## config.mk

```make
export PLATFORM = sky130hd
export DESIGN_NAME = rx_lane_word_packer
export DESIGN_NICKNAME = d
export VERILOG_FILES = /design/src/rtl/rx_lane_word_packer.sv
export SDC_FILE = /design/constraint.sdc
export NUM_CORES = 1
export LEC_CHECK = 0
export ABC_AREA = 1
export CAP_MARGIN = 20
export CORE_MARGIN = 4
export CORE_UTILIZATION = 55
export CTS_BUF_LIST = sky130_fd_sc_hd__clkbuf_8
export DETAILED_ROUTE_END_ITERATION = 10
export HOLD_SLACK_MARGIN = 0.12
export PLACE_DENSITY_LB_ADDON = 0.3
export SYNTH_ARGS = -nofsm -noshare
export SYNTH_HDL_FRONTEND = slang
export SYNTH_SLANG_ARGS = --single-unit
```

## constraint.sdc

```tcl
create_clock -name WCLK -period 4.54 [get_ports WCLK]
set_clock_uncertainty 0.15 [all_clocks]
set_input_delay 0.908 -clock WCLK [delete_from_list [all_inputs] [get_ports WCLK]]
set_output_delay 0.908 -clock WCLK [all_outputs]
set_load 0.02 [all_outputs]
```

## src/rtl/rx_lane_word_packer.sv

```systemverilog
// Multi-lane 8b/10b word packer: per-lane byte-to-word assembly into small buffers,
// merged by a round-robin arbiter into one ready/valid output with per-lane error counters.

module rx_lane_sat_cnt #(
  parameter int CW = 8
) (
  input  logic          WCLK,
  input  logic          RESET,
  input  logic          clear,
  input  logic          inc,
  output logic [CW-1:0] cnt
);
  always_ff @(posedge WCLK) begin
    if (RESET || clear)        cnt <= '0;
    else if (inc && cnt != '1) cnt <= cnt + 1'b1;
  end
endmodule

module rx_lane_word_packer_lane #(
  parameter int BPW   = 3,
  parameter int WPF   = 2,
  parameter int DEPTH = 4,
  parameter int CW    = 8,
  localparam int DW   = 8*BPW+1
) (
  input  logic          WCLK,
  input  logic          RESET,
  input  logic          enable,
  input  logic          sym_valid,
  input  logic          sym_k,
  input  logic [7:0]    sym_data,
  input  logic          sym_err,
  input  logic          clear_cnt,
  input  logic          pop,
  output logic [DW-1:0] head,
  output logic          not_empty,
  output logic [CW-1:0] dec_cnt,
  output logic [CW-1:0] lost_cnt,
  output logic [CW-1:0] frame_cnt
);
  localparam int BW = (BPW > 1) ? $clog2(BPW) : 1;
  localparam int WW = (WPF > 1) ? $clog2(WPF) : 1;
  localparam int AW = $clog2(DEPTH);

  logic [BW-1:0]      byte_idx;
  logic [WW-1:0]      word_idx;
  logic [8*BPW-1:0]   word_sr, word_nxt;
  logic [DW-1:0]      mem [DEPTH];
  logic [AW:0]        wr_ptr, rd_ptr;
  logic               accept, is_data, last_byte, push, full, frame_abort;

  assign accept      = sym_valid & enable;
  assign is_data     = accept & ~sym_k;
  assign last_byte   = (byte_idx == BW'(BPW-1));
  assign push        = is_data & last_byte;
  // Newest byte enters at the bottom, so the first byte ends up most significant.
  assign word_nxt    = (8*BPW)'({word_sr, sym_data});
  assign full        = ((wr_ptr - rd_ptr) == (AW+1)'(DEPTH));
  assign not_empty   = (wr_ptr != rd_ptr);
  assign head        = mem[rd_ptr[AW-1:0]];
  assign frame_abort = accept & sym_k & ((byte_idx != '0) | (word_idx != '0));

  always_ff @(posedge WCLK) begin
    if (RESET) begin
      byte_idx <= '0;
      word_idx <= '0;
      word_sr  <= '0;
      wr_ptr   <= '0;
      rd_ptr   <= '0;
    end else begin
      if (!enable || (accept && sym_k)) begin
        byte_idx <= '0;
        word_idx <= '0;
      end else if (is_data) begin
        word_sr <= word_nxt;
        if (last_byte) begin
          byte_idx <= '0;
          word_idx <= (word_idx == WW'(WPF-1)) ? '0 : word_idx + 1'b1;
        end else begin
          byte_idx <= byte_idx + 1'b1;
        end
      end
      // Fullness is the pre-pop state: a push into a full buffer drops even on a pop cycle.
      if (push && !full) wr_ptr <= wr_ptr + 1'b1;
      if (pop)           rd_ptr <= rd_ptr + 1'b1;
    end
  end

  always_ff @(posedge WCLK) begin
    if (push && !full) mem[wr_ptr[AW-1:0]] <= {word_idx == '0, word_nxt};
  end

  rx_lane_sat_cnt #(.CW(CW)) u_dec (
    .WCLK(WCLK), .RESET(RESET), .clear(clear_cnt), .inc(accept & sym_err), .cnt(dec_cnt));
  rx_lane_sat_cnt #(.CW(CW)) u_lost (
    .WCLK(WCLK), .RESET(RESET), .clear(clear_cnt), .inc(push & full), .cnt(lost_cnt));
  rx_lane_sat_cnt #(.CW(CW)) u_frame (
    .WCLK(WCLK), .RESET(RESET), .clear(clear_cnt), .inc(frame_abort), .cnt(frame_cnt));
endmodule

module rx_lane_word_packer #(
  parameter int NUM_LANES       = 4,
  parameter int BYTES_PER_WORD  = 3,
  parameter int WORDS_PER_FRAME = 2,
  parameter int BUF_DEPTH       = 4,
  parameter int CNT_WIDTH       = 8,
  localparam int LW = (NUM_LANES > 1) ? $clog2(NUM_LANES) : 1
) (
  input  logic                           WCLK,
  input  logic                           RESET,
  input  logic [NUM_LANES-1:0]           ENABLE,
  input  logic [NUM_LANES-1:0]           SYM_VALID,
  input  logic [NUM_LANES-1:0]           SYM_K,
  input  logic [8*NUM_LANES-1:0]         SYM_DATA,
  input  logic [NUM_LANES-1:0]           SYM_ERR,
  input  logic                           CLEAR_CNT,
  output logic                           OUT_VALID,
  input  logic                           OUT_READY,
  output logic [8*BYTES_PER_WORD:0]      OUT_DATA,
  output logic [LW-1:0]                  OUT_LANE,
  output logic [CNT_WIDTH*NUM_LANES-1:0] DECODER_ERR_CNT,
  output logic [CNT_WIDTH*NUM_LANES-1:0] LOST_ERR_CNT,
  output logic [CNT_WIDTH*NUM_LANES-1:0] FRAME_ERR_CNT
);
  localparam int DW = 8*BYTES_PER_WORD+1;

  logic [NUM_LANES-1:0][DW-1:0] head;
  logic [NUM_LANES-1:0]         not_empty, pop;
  logic [LW-1:0]                last_gnt, gnt;
  logic                         gnt_vld, load;
  int                           rr_idx;

  for (genvar l = 0; l < NUM_LANES; l++) begin : g_lane
    rx_lane_word_packer_lane #(
      .BPW(BYTES_PER_WORD), .WPF(WORDS_PER_FRAME), .DEPTH(BUF_DEPTH), .CW(CNT_WIDTH)
    ) u_lane (
      .WCLK      (WCLK),
      .RESET     (RESET),
      .enable    (ENABLE[l]),
      .sym_valid (SYM_VALID[l]),
      .sym_k     (SYM_K[l]),
      .sym_data  (SYM_DATA[8*l +: 8]),
      .sym_err   (SYM_ERR[l]),
      .clear_cnt (CLEAR_CNT),
      .pop       (pop[l]),
      .head      (head[l]),
      .not_empty (not_empty[l]),
      .dec_cnt   (DECODER_ERR_CNT[CNT_WIDTH*l +: CNT_WIDTH]),
      .lost_cnt  (LOST_ERR_CNT[CNT_WIDTH*l +: CNT_WIDTH]),
      .frame_cnt (FRAME_ERR_CNT[CNT_WIDTH*l +: CNT_WIDTH])
    );
  end

  assign load = !OUT_VALID || OUT_READY;

  // Search starts one past the last grant, so every non-empty lane is reached within NUM_LANES grants.
  always_comb begin
    gnt_vld = 1'b0;
    gnt     = last_gnt;
    rr_idx  = 0;
    for (int i = 1; i <= NUM_LANES; i++) begin
      rr_idx = (int'(last_gnt) + i) % NUM_LANES;
      if (!gnt_vld && not_empty[LW'(rr_idx)]) begin
        gnt_vld = 1'b1;
        gnt     = LW'(rr_idx);
      end
    end
  end

  always_comb begin
    pop = '0;
    if (load && gnt_vld) pop[gnt] = 1'b1;
  end

  always_ff @(posedge WCLK) begin
    if (RESET) begin
      OUT_VALID <= 1'b0;
      OUT_DATA  <= '0;
      OUT_LANE  <= '0;
      last_gnt  <= LW'(NUM_LANES-1);
    end else if (load) begin
      OUT_VALID <= gnt_vld;
      if (gnt_vld) begin
        OUT_DATA <= head[gnt];
        OUT_LANE <= gnt;
        last_gnt <= gnt;
      end
    end
  end
endmodule

```

; ---- Word level (Yosys, flattened, before mapping)
; Memories as Yosys holds them, arrays and structs flattened. A register that Yosys moved wholly into a read port is not among the register bits.
; Index checks and enable logic that the tools add are counted.
[word_totals]
ff_bits = 226
latchBits = 0
mem_bits_rw = 400
rom_bits = 0
mem_count = 4
[op_classes]
addsub = 36
n_mul = 0
div_mod_pow = 0
order_cmp = 6
eq_ne = 24
n_shift = 0
n_mux = 49
bitwise_logic = 44
reduce_logical = 60
[mem_list]
columns = name, words, width, rd, rd_ports_with_merged_regs, write_ports, line
row1 = g_lane[0].u_lane.mem, 4, 25, 1, 1, 1, 48  ; logic [DW-1:0] mem [DEPTH];
row2 = g_lane[1].u_lane.mem, 4, 25, 1, 1, 1, 48
row3 = g_lane[2].u_lane.mem, 4, 25, 1, 1, 1, 48
row4 = g_lane[3].u_lane.mem, 4, 25, 1, 1, 1, 48
[op_table]
columns = operator, n
row1 = "adder 8 x 1 -> 8 bit, second input constant", 12
row2 = "!= test 8 bit, second input constant", 12
row3 = binary-select mux 25 bit (select 2 bit), 1
row4 = 2-to-1 mux 2 bit, 16
row5 = AND 1 bit, 28
row6 = logical AND 1 bit, 25
row7 = 2-to-1 mux 1 bit, 25
row8 = 2-to-1 mux 25 bit, 1
row9 = "adder 3 x 1 -> 3 bit, second input constant", 8
row10 = AND reduction 2 bit, 9
row11 = "< comparator 2 x 4 -> 1 bit, second input constant", 4
row12 = "adder 2 x 1 -> 2 bit, second input constant", 6
row13 = "equality test 3 bit, second input constant", 4
row14 = logical NOT 1 bit, 12
row15 = != test 3 bit, 4
row16 = NOT 1 bit, 12
row17 = subtractor 3 bit, 4
row18 = binary-select mux 1 bit (select 2 bit), 4
row19 = "equality test 2 bit, second input constant", 4
row20 = nonzero test 2 bit, 4
row21 = OR reduction 2 bit, 4
row22 = logical OR 1 bit, 6
row23 = "adder 1 bit, second input constant", 4
row24 = "adder 2 bit, second input constant", 2
row25 = other kinds (5), 8

; ---- Longest topological paths before layout
; Gate-level depths: netlist (run 1).
[logic_depth]
ltp_word = 21
ltp_mapped = 19

; ---- Hierarchy
; A second synthesis (run 1) with hierarchy kept.
[unflattened]
cells_unflattened = 2804
area_unflattened_um2 = 27536.4
[by_module_without_submodules]
columns = module, instances, cells_per_inst, area_each_um2, seq_area_each_um2
row1 = rx_lane_word_packer_lane (g_lane[0].u_lane ...), 3, 406, 4901.0, 3543.4
row2 = rx_lane_sat_cnt, 12, 67, 447.9, 160.2
row3 = rx_lane_word_packer_lane (g_lane[3].u_lane), 1, 407, 4903.5, 3543.4
row4 = rx_lane_word_packer, 1, 375, 2555.0, 600.6

; ---- Worst setup path after synthesis (run 1)
; OpenSTA, ideal clock, no wires.
[synth_timing]
path_type = input to register
start = input SYM_VALID[2]
end = memory g_lane[2].u_lane.mem[3][0] (netlist name) (enable)
setup_time_ns = 0.408
arrival_ns = 2.984
path_slack_ns = 0.998
path_stages = 8
path_buffers = 0
cell_sequence = nand2_1 -> nor2_1 -> inv_2 -> nor2_1 -> nand2_1 -> nor2_1 -> inv_1 -> nor2_1
[synth_via]
elab_chain_len = 6
[synth_rtl]
columns = element, line
row1 = start: declaration, 112  ; input logic [NUM_LANES-1:0] SYM_VALID,
row2 = AND 1 bit, 52  ; assign accept = sym_valid & enable;
row3 = AND 1 bit, 53  ; assign is_data = accept & ~sym_k;
row4 = AND 1 bit, 55  ; assign push = is_data & last_byte;
row5 = logical AND 1 bit, 90  ; if (push && !full) mem[wr_ptr[AW-1:0]] <= {word_idx == '0, word_nxt};
row6 = 2-to-1 mux 1 bit, 90
row7 = 2-to-1 mux 1 bit (not written as such), 90
row8 = end: declaration, 48
; Every way passes these cells.

; ---- Worst setup path in the final report (run 1)
[layout_timing]
start = register g_lane[1].u_lane.wr_ptr[0]
end = register OUT_DATA[0]
[layout_via]
elab_chain_len = 16
word_cells_on_any_way = 30
cone_classes = 1 x eq/ne / 22 x mux / 7 x reduce/logical
[layout_rtl]
columns = element, line
row1 = start: declaration, 49  ; logic [AW:0] wr_ptr, rd_ptr;
row2 = start signal: assignment, 84  ; if (push && !full) wr_ptr <= wr_ptr + 1'b1;
row3 = != test 3 bit *, 59  ; assign not_empty = (wr_ptr != rd_ptr);
row4 = binary-select mux 1 bit (select 2 bit), 163  ; if (!gnt_vld && not_empty[LW'(rr_idx)]) begin
row5 = 2-to-1 mux 1 bit (not written as such) (2 in series), 163
row6 = 2-to-1 mux 1 bit, 163
row7 = logical NOT 1 bit, 163
row8 = logical AND 1 bit, 163
row9 = 2-to-1 mux 1 bit, 163
row10 = logical NOT 1 bit, 163
row11 = logical AND 1 bit, 163
row12 = 2-to-1 mux 1 bit, 163
row13 = logical NOT 1 bit, 163
row14 = logical AND 1 bit, 163
row15 = 2-to-1 mux 2 bit, 163
row16 = binary-select mux 25 bit (select 2 bit), 184  ; OUT_DATA <= head[gnt];
row17 = 2-to-1 mux 25 bit (not written as such), 184
row18 = end signal: assignment, 184
row19 = end: declaration, 119  ; output logic [8*BYTES_PER_WORD:0] OUT_DATA,
; Mark *: on every way between the ends. The rest lies on a longest branch, timed or not. The select of a mux whose other input is x is not followed.
; A chain may end at the register's enable or synchronous reset.

==> summary.md, run 1 <==
* 16.7% — area added between synthesis and finish
* flop — kind of start point of the critical path
* 4.02 ns — endpoint arrival time on the critical path
* 0.853 — RD Place Congestion
* 400 — number of synthesized flops with an enable pin
* 98 — Num CTS Buffers
* inv_1 > ha_1 > nand2_1 > inv_1 > nand3_1 > nand2_1 > nand2_1 > nand2_2 > nand4_2 > nand2_1 > buf_4 > nand2_1 > nand3_1 > nand3_1 > nand2_1 > inv_1 — list of cells traversed by the critical path
* 3.61 ns — clock period minus final worst setup slack
* 3 — Clock H-tree levels
* built — clock tree from TritonCTS
* 65.0% — end-of-flow core utilization
* 543 nW/µm² — power density of the placed cells
* 26000 µm² — cell area after synthesis
* 3 — Max clock buf depth
* 64.3% — proportion of synthesized chip area in sequential cells
* 3647 — Fill cells
* 0.69 ns — worst skew pair latency
* 79 — num rows
* 453 µV — Max IR drop VDD
* 0.277 GHz — Achievable Freq
* 2650 — synthesized instance count
* buf_4 — Crit-path slowest cell
* flop to flop — Hold Crit Class
* 0.315 ns — Final Hold Slack
* nand2_1 — most frequent CP cell
* 25.2% — GR Util All Layers
* 175 — number of buffers inserted by port buffering
* nor2_1 — most common cell after layout, fill and taps aside
* 0 — hold bufs inserted after CTS
* g_lane[3].u_lane.word_idx — end point of the worst hold path
* 176 — IO Pins
* 0 — Congestion Overflow GR
* 41 — post-synth cell types
* 0 — Final setup viols
* clkbuf_8 — clock root buffer master
* 2946 — net count of the finished layout
* no — unrepaired setup endpoints after global routing
* 0.0116 µW — static leakage
* 1879 — initial detailed-routing violation count
* 79.5% — crit share post-route
* 225 µm — die span in x
* 101000 µm — global-route wire length before repair
* 0.93 ns — internal reg-to-reg setup slack
* 42000 µm — Final HPWL DP
* 7.39% — fraction of layout instances using a drive strength above 1
* 19700 — Vias
* 634 — clock sink count
* 7 — Pre-Repair DR Iteration Count
* 0 — number of gates resized after cts
* 4.95 ns — data required time of the worst path
* 30300 µm² — design area
* 2742 — Synth Net Count
* 0 — Max Slew Vio Count
* 634 — flops & latches, synth
* 0.47 ns — Crit path largest cell delay
* 29.7% — worst slew margin relative to its limit
* 0 ns — final-layout setup total negative slack
* flop to flop — critical path start-end classification
* 0 — ANT nets after route
* 5.57 — detail-routed via count per cell
* 9.80 µm² — Post-Syn Area per Cell
* 18.2 µm — routed len/inst
* 16500 µW — Total Power
* flop — critical path capture point type
* 64400 µm — total wirelength of the detailed-routed design
* 38 — worst-path fanout max
* 55.7% — starting utilization of the core area
* 28400 µm² — DP Area
* 0 — synth warn
* 2 — cell count of the worst hold path
* complete, no violations — outcome
* 70 — pin count of the biggest net entering global routing
* 0 — number of antenna violations at the first check in global routing
* 225 µm — y dimension of the die
* g_lane[3].u_lane.word_idx — HP Start
* 0 — Fin. Hold Viols
* 0% — async set or reset register ratio after synthesis
* 1.05 ns — Worst-Margin Slew
* 46700 µm² — core area
* 0 — maxcap violations
* 0.06 ns — clock slew at the register clock pins of the worst setup and hold paths
* nor2_1 (488), edfxtp_1 (400), o21ai_0 (332) — commonest non-fill, non-tap cells in the layout
* OUT_DATA[0] — reg-to-reg endpoint
* 0 — Remaining DRCs
* 0 — Antenna Diode Count
* edfxtp_1 — most instantiated flip-flop cell in the synthesis netlist
* 16 — worst-case reg-to-reg path depth
* g_lane[1].u_lane.wr_ptr[0] — startpoint of the most critical register-to-register path
* 0 — postcts setup bufs
* 19000 — via count of the first global-routing pass
* 50800 µm² — area of the die
[layout make-up]
class                           count  area [µm²]  share of cell area, %
Clock inverter                     63         280                  0.924
Sequential cell                   634       16700                   55.1
Multi-Input combinational cell   1640        7850                   25.9
Inverter                          261         980                   3.23
Tap cell                          607         759                   2.50
Timing Repair Buffer              219        2110                   6.97
Clock buffer                      119        1640                   5.40
[synthesized netlist by cell type, types with 9 or more instances]
cell / number / area [µm²]
inv_1: 252 / 946
ha_1: 40 / 500
nand3_1: 147 / 736
o22ai_1: 100 / 626
nand2_1: 324 / 1220
o21ai_0: 332 / 1660
clkbuf_1: 89 / 334
a21oi_1: 99 / 495
a211oi_1: 9 / 67.6
edfxtp_1: 400 / 12000
dfxtp_1: 234 / 4680
nor3_1: 15 / 75.1
buf_2: 13 / 65.1
nor2_1: 505 / 1900
[layer usage]
layer | GRT usage [%] | part of all wire, % | vias to the layer above
li1 | - | - | 9435
met1 | 34.1 | 41 | 9407
met2 | 40.7 | 47 | 811
met3 | 5.99 | 9.1 | 92
met4 | 7.94 | 2.2 | 0
met5 | 0 | 0 | -
[through the flow]
step / instances / setup slack, ns
6_report: 3543 / 0.931
5_1_grt: 3543 / 0.688
4_1_cts: 3543 / 1.07
3_5_place_dp: 3361 / 0.696
3_3_place_gp: 3360 / 0.732
2_1_floorplan: 2650 / 0.998
[kinds of logic (layout without fill, tap and decap cells)]
group | count (synthesis) | count (layout) | share of synthesized area, %
AO/OA/AOI/OAI | 557 | 557 | 11.5
AND/OR/NAND/NOR | 1029 | 1029 | 16.2
flip-flops | 634 | 634 | 64.3
adder cells (fa/ha/maj) | 40 | 40 | 1.93
XOR/XNOR | 14 | 14 | 0.501
buffers and inverters | 376 | 662 | 5.68
[flip-flops by register name, indices dropped and copies added, names as in the netlist, named ones only]
signal	flops
g_lane.u_lane.mem	400
OUT_DATA	25
g_lane.u_lane.word_sr	64
g_lane.u_lane.u_frame.cnt	32
g_lane.u_lane.word_idx	4
OUT_VALID	1
g_lane.u_lane.rd_ptr	12
g_lane.u_lane.u_lost.cnt	32
g_lane.u_lane.u_dec.cnt	32
last_gnt	2
g_lane.u_lane.byte_idx	8
OUT_LANE	2
g_lane.u_lane.wr_ptr	12
[how the worst max path moves through the flow]
| stage | from | slack (ns) | endpoint | depth (start not counted) |
|---|---|---|---|---|
| 2_1_floorplan | SYM_VALID[2] | 1.0 | g_lane[2].u_lane.mem[3][0] | 8 |
| 3_3_place_gp | ENABLE[0] | 0.73 | g_lane[0].u_lane.u_lost.cnt[7] | 13 |
| 3_5_place_dp | ENABLE[0] | 0.70 | g_lane[0].u_lane.u_lost.cnt[7] | 13 |
| 4_1_cts | g_lane[1].u_lane.wr_ptr[0] | 1.07 | flop | 16 |
| 5_1_grt | g_lane[1].u_lane.wr_ptr[0] | 0.69 | flop | 16 |
| 6_report | g_lane[1].u_lane.wr_ptr[0] | 0.93 | OUT_DATA[0] | 16 |
[power by group]
part           leakage (µW)  switching, µW  internal, µW
sequential          0.00549            162          6310
combinational       0.00496           3860          1550
clock               0.00112           2150          2420
[critical path: cells and delay by family, from the launching register on]
family        cells  cell delay [ns]
fa+ha+maj         1             0.29
flops             1             0.39
buf+inv           4             0.78
simple gates     11             1.84
Power figures use the tool's default switching activity.
==> run 2, diff against run 1 <==
- clock period: 4.54 -> 3.7 ns (I/O delays scaled with it)
==> run 2 against run 1 <==
  * Combinational power increased by 20%
  * Clock power increased by 24%
  * Hold slack improved by 0.0017 ns
  * Largest power group unchanged
  * Maximum frequency up 19%
  * Largest cell class unchanged
==> summary.md, run 2 (synthesis gave the netlist of run 1 again) <==
* complete, no violations — outcome
* 4.14 ns — data required time of the worst path
* 0 — Fin. Hold Viols
* 3 — Clock H-tree levels
* 0.841 — RD Place Congestion
* nor2_1 — most common cell after layout, fill and taps aside
* 20100 µW — Total Power
* 0.792 ns — Worst-Margin Slew
* 102000 µm — global-route wire length before repair
* 0 — maxcap violations
* built — clock tree from TritonCTS
* 99 — Num CTS Buffers
* 3.47 ns — endpoint arrival time on the critical path
* 175 — number of buffers inserted by port buffering
* flop to flop — critical path start-end classification
* 25.4% — GR Util All Layers
* 726 µV — Max IR drop VDD
* g_lane[1].u_lane.u_dec.cnt[4] — end point of the worst hold path
* 38 — worst-path fanout max
* 0 ns — final-layout setup total negative slack
* 0 — Congestion Overflow GR
* 42500 µm — Final HPWL DP
* 79 — num rows
* 47.1% — worst slew margin relative to its limit
* 0 — Remaining DRCs
* 81.6% — crit share post-route
* 65.3% — end-of-flow core utilization
* nor2_1 (488), edfxtp_1 (400), o21ai_0 (332) — commonest non-fill, non-tap cells in the layout
* g_lane[1].u_lane.wr_ptr[0] — startpoint of the most critical register-to-register path
* 0 — postcts setup bufs
* clkbuf_8 — clock root buffer master
* 0 — Max Slew Vio Count
* 2 — cell count of the worst hold path
* 400 — max reg flops
* 5.53 — detail-routed via count per cell
* 7 — Pre-Repair DR Iteration Count
* 225 µm — die span in x
* 225 µm — y dimension of the die
* 3 — Max clock buf depth
* 50800 µm² — area of the die
* 0.0117 µW — static leakage
* 2956 — net count of the finished layout
* 0.331 GHz — Achievable Freq
* 64800 µm — total wirelength of the detailed-routed design
* 0.317 ns — Final Hold Slack
* 0 — number of gates resized after cts
* 17 — worst-case reg-to-reg path depth
* 46700 µm² — core area
* 19600 — Vias
* 1 — number of antenna violations at the first check in global routing
* 7850 µm² — area occupied by multi-input gates
* 19400 — via count of the first global-routing pass
* 0 — ANT nets after route
* 0.68 ns — internal reg-to-reg setup slack
* 3664 — Fill cells
* 16700 µm² — Storage cell area
* 17.3% — area added between synthesis and finish
* 0 — Antenna Diode Count
* 0.67 ns — worst skew pair latency
* flop — critical path capture point type
* flop — kind of start point of the critical path
* 7.66% — fraction of layout instances using a drive strength above 1
* g_lane[1].u_lane.u_dec.cnt[4] — HP Start
* 0 — Final setup viols
* 1878 — initial detailed-routing violation count
* 18.2 µm — routed len/inst
* 176 — IO Pins
* 634 — clock sink count
* 661 nW/µm² — power density of the placed cells
* 70 — pin count of the biggest net entering global routing
* flop to flop — Hold Crit Class
* 55.7% — starting utilization of the core area
* no — unrepaired setup endpoints after global routing
* 0.07 ns — clock slew at the register clock pins of the worst setup and hold paths
* 0 — hold bufs inserted after CTS
* 3.02 ns — clock period minus final worst setup slack
## run 2: worst max path at each step
stage,start,endpoint,slack (ns)
floorplan,SYM_VALID[2],g_lane[2].u_lane.mem[3][0],0.33
global placement,ENABLE[2],g_lane[2].u_lane.mem[3][1],0.39
detailed placement,ENABLE[3],g_lane[3].u_lane.wr_ptr[2],0.36
CTS,g_lane[1].u_lane.wr_ptr[0],flop,0.68
global route,g_lane[1].u_lane.wr_ptr[0],OUT_DATA[19],0.34
finish,g_lane[1].u_lane.wr_ptr[0],flop,0.68
## run 2: where the power goes
group | internal (µW) | leakage (µW) | switching (µW)
registers | 7740 | 0.00549 | 229
logic | 1910 | 0.00501 | 4610
clock network | 3010 | 0.00116 | 2650
total | 12700 | 0.0117 | 7490
## run 2: final cells by class
type / instances / share of cell area, %
clock buffer: 121 / 5.46
clock inverter: 65 / 0.928
inverter: 261 / 3.21
multi-input combinational: 1640 / 25.8
sequential: 634 / 54.8
tap: 607 / 2.49
timing repair buffer: 228 / 7.34
## run 2: critical path: stages (launching register included)
cell and delay (ns):
dfxtp_1 0.36, inv_1 0.12, ha_1 0.29, nand2_1 0.04, inv_1 0.14, nand3_1 0.16, nand2_1 0.11, nand2_1 0.08
nand2_2 0.17, nand2_1 0.07, nand2_1 0.07, nand2_2 0.18, nand2_1 0.17, buf_12 0.24, nand2_2 0.10, nor2_2 0.19
nand2_1 0.11, a21oi_1 0.19
## run 2: metal layers
| layer | GRT usage (%) | wire length [µm] |
|---|---|---|
| met1 | 33.7 | 27200 |
| met2 | 40.0 | 29500 |
| met3 | 6.90 | 5890 |
| met4 | 10.4 | 2160 |
| met5 | 0 | 13 |
## run 2: stage by stage
stage | setup WS (ns) | cell area, µm² | cells
final | 0.679 | 30500 | 3556
after global routing | 0.339 | 30500 | 3556
after CTS | 0.682 | 30500 | 3556
after detailed placement | 0.363 | 28500 | 3370
after global placement | 0.389 | 28500 | 3370
after floorplan | 0.326 | 26000 | 2650
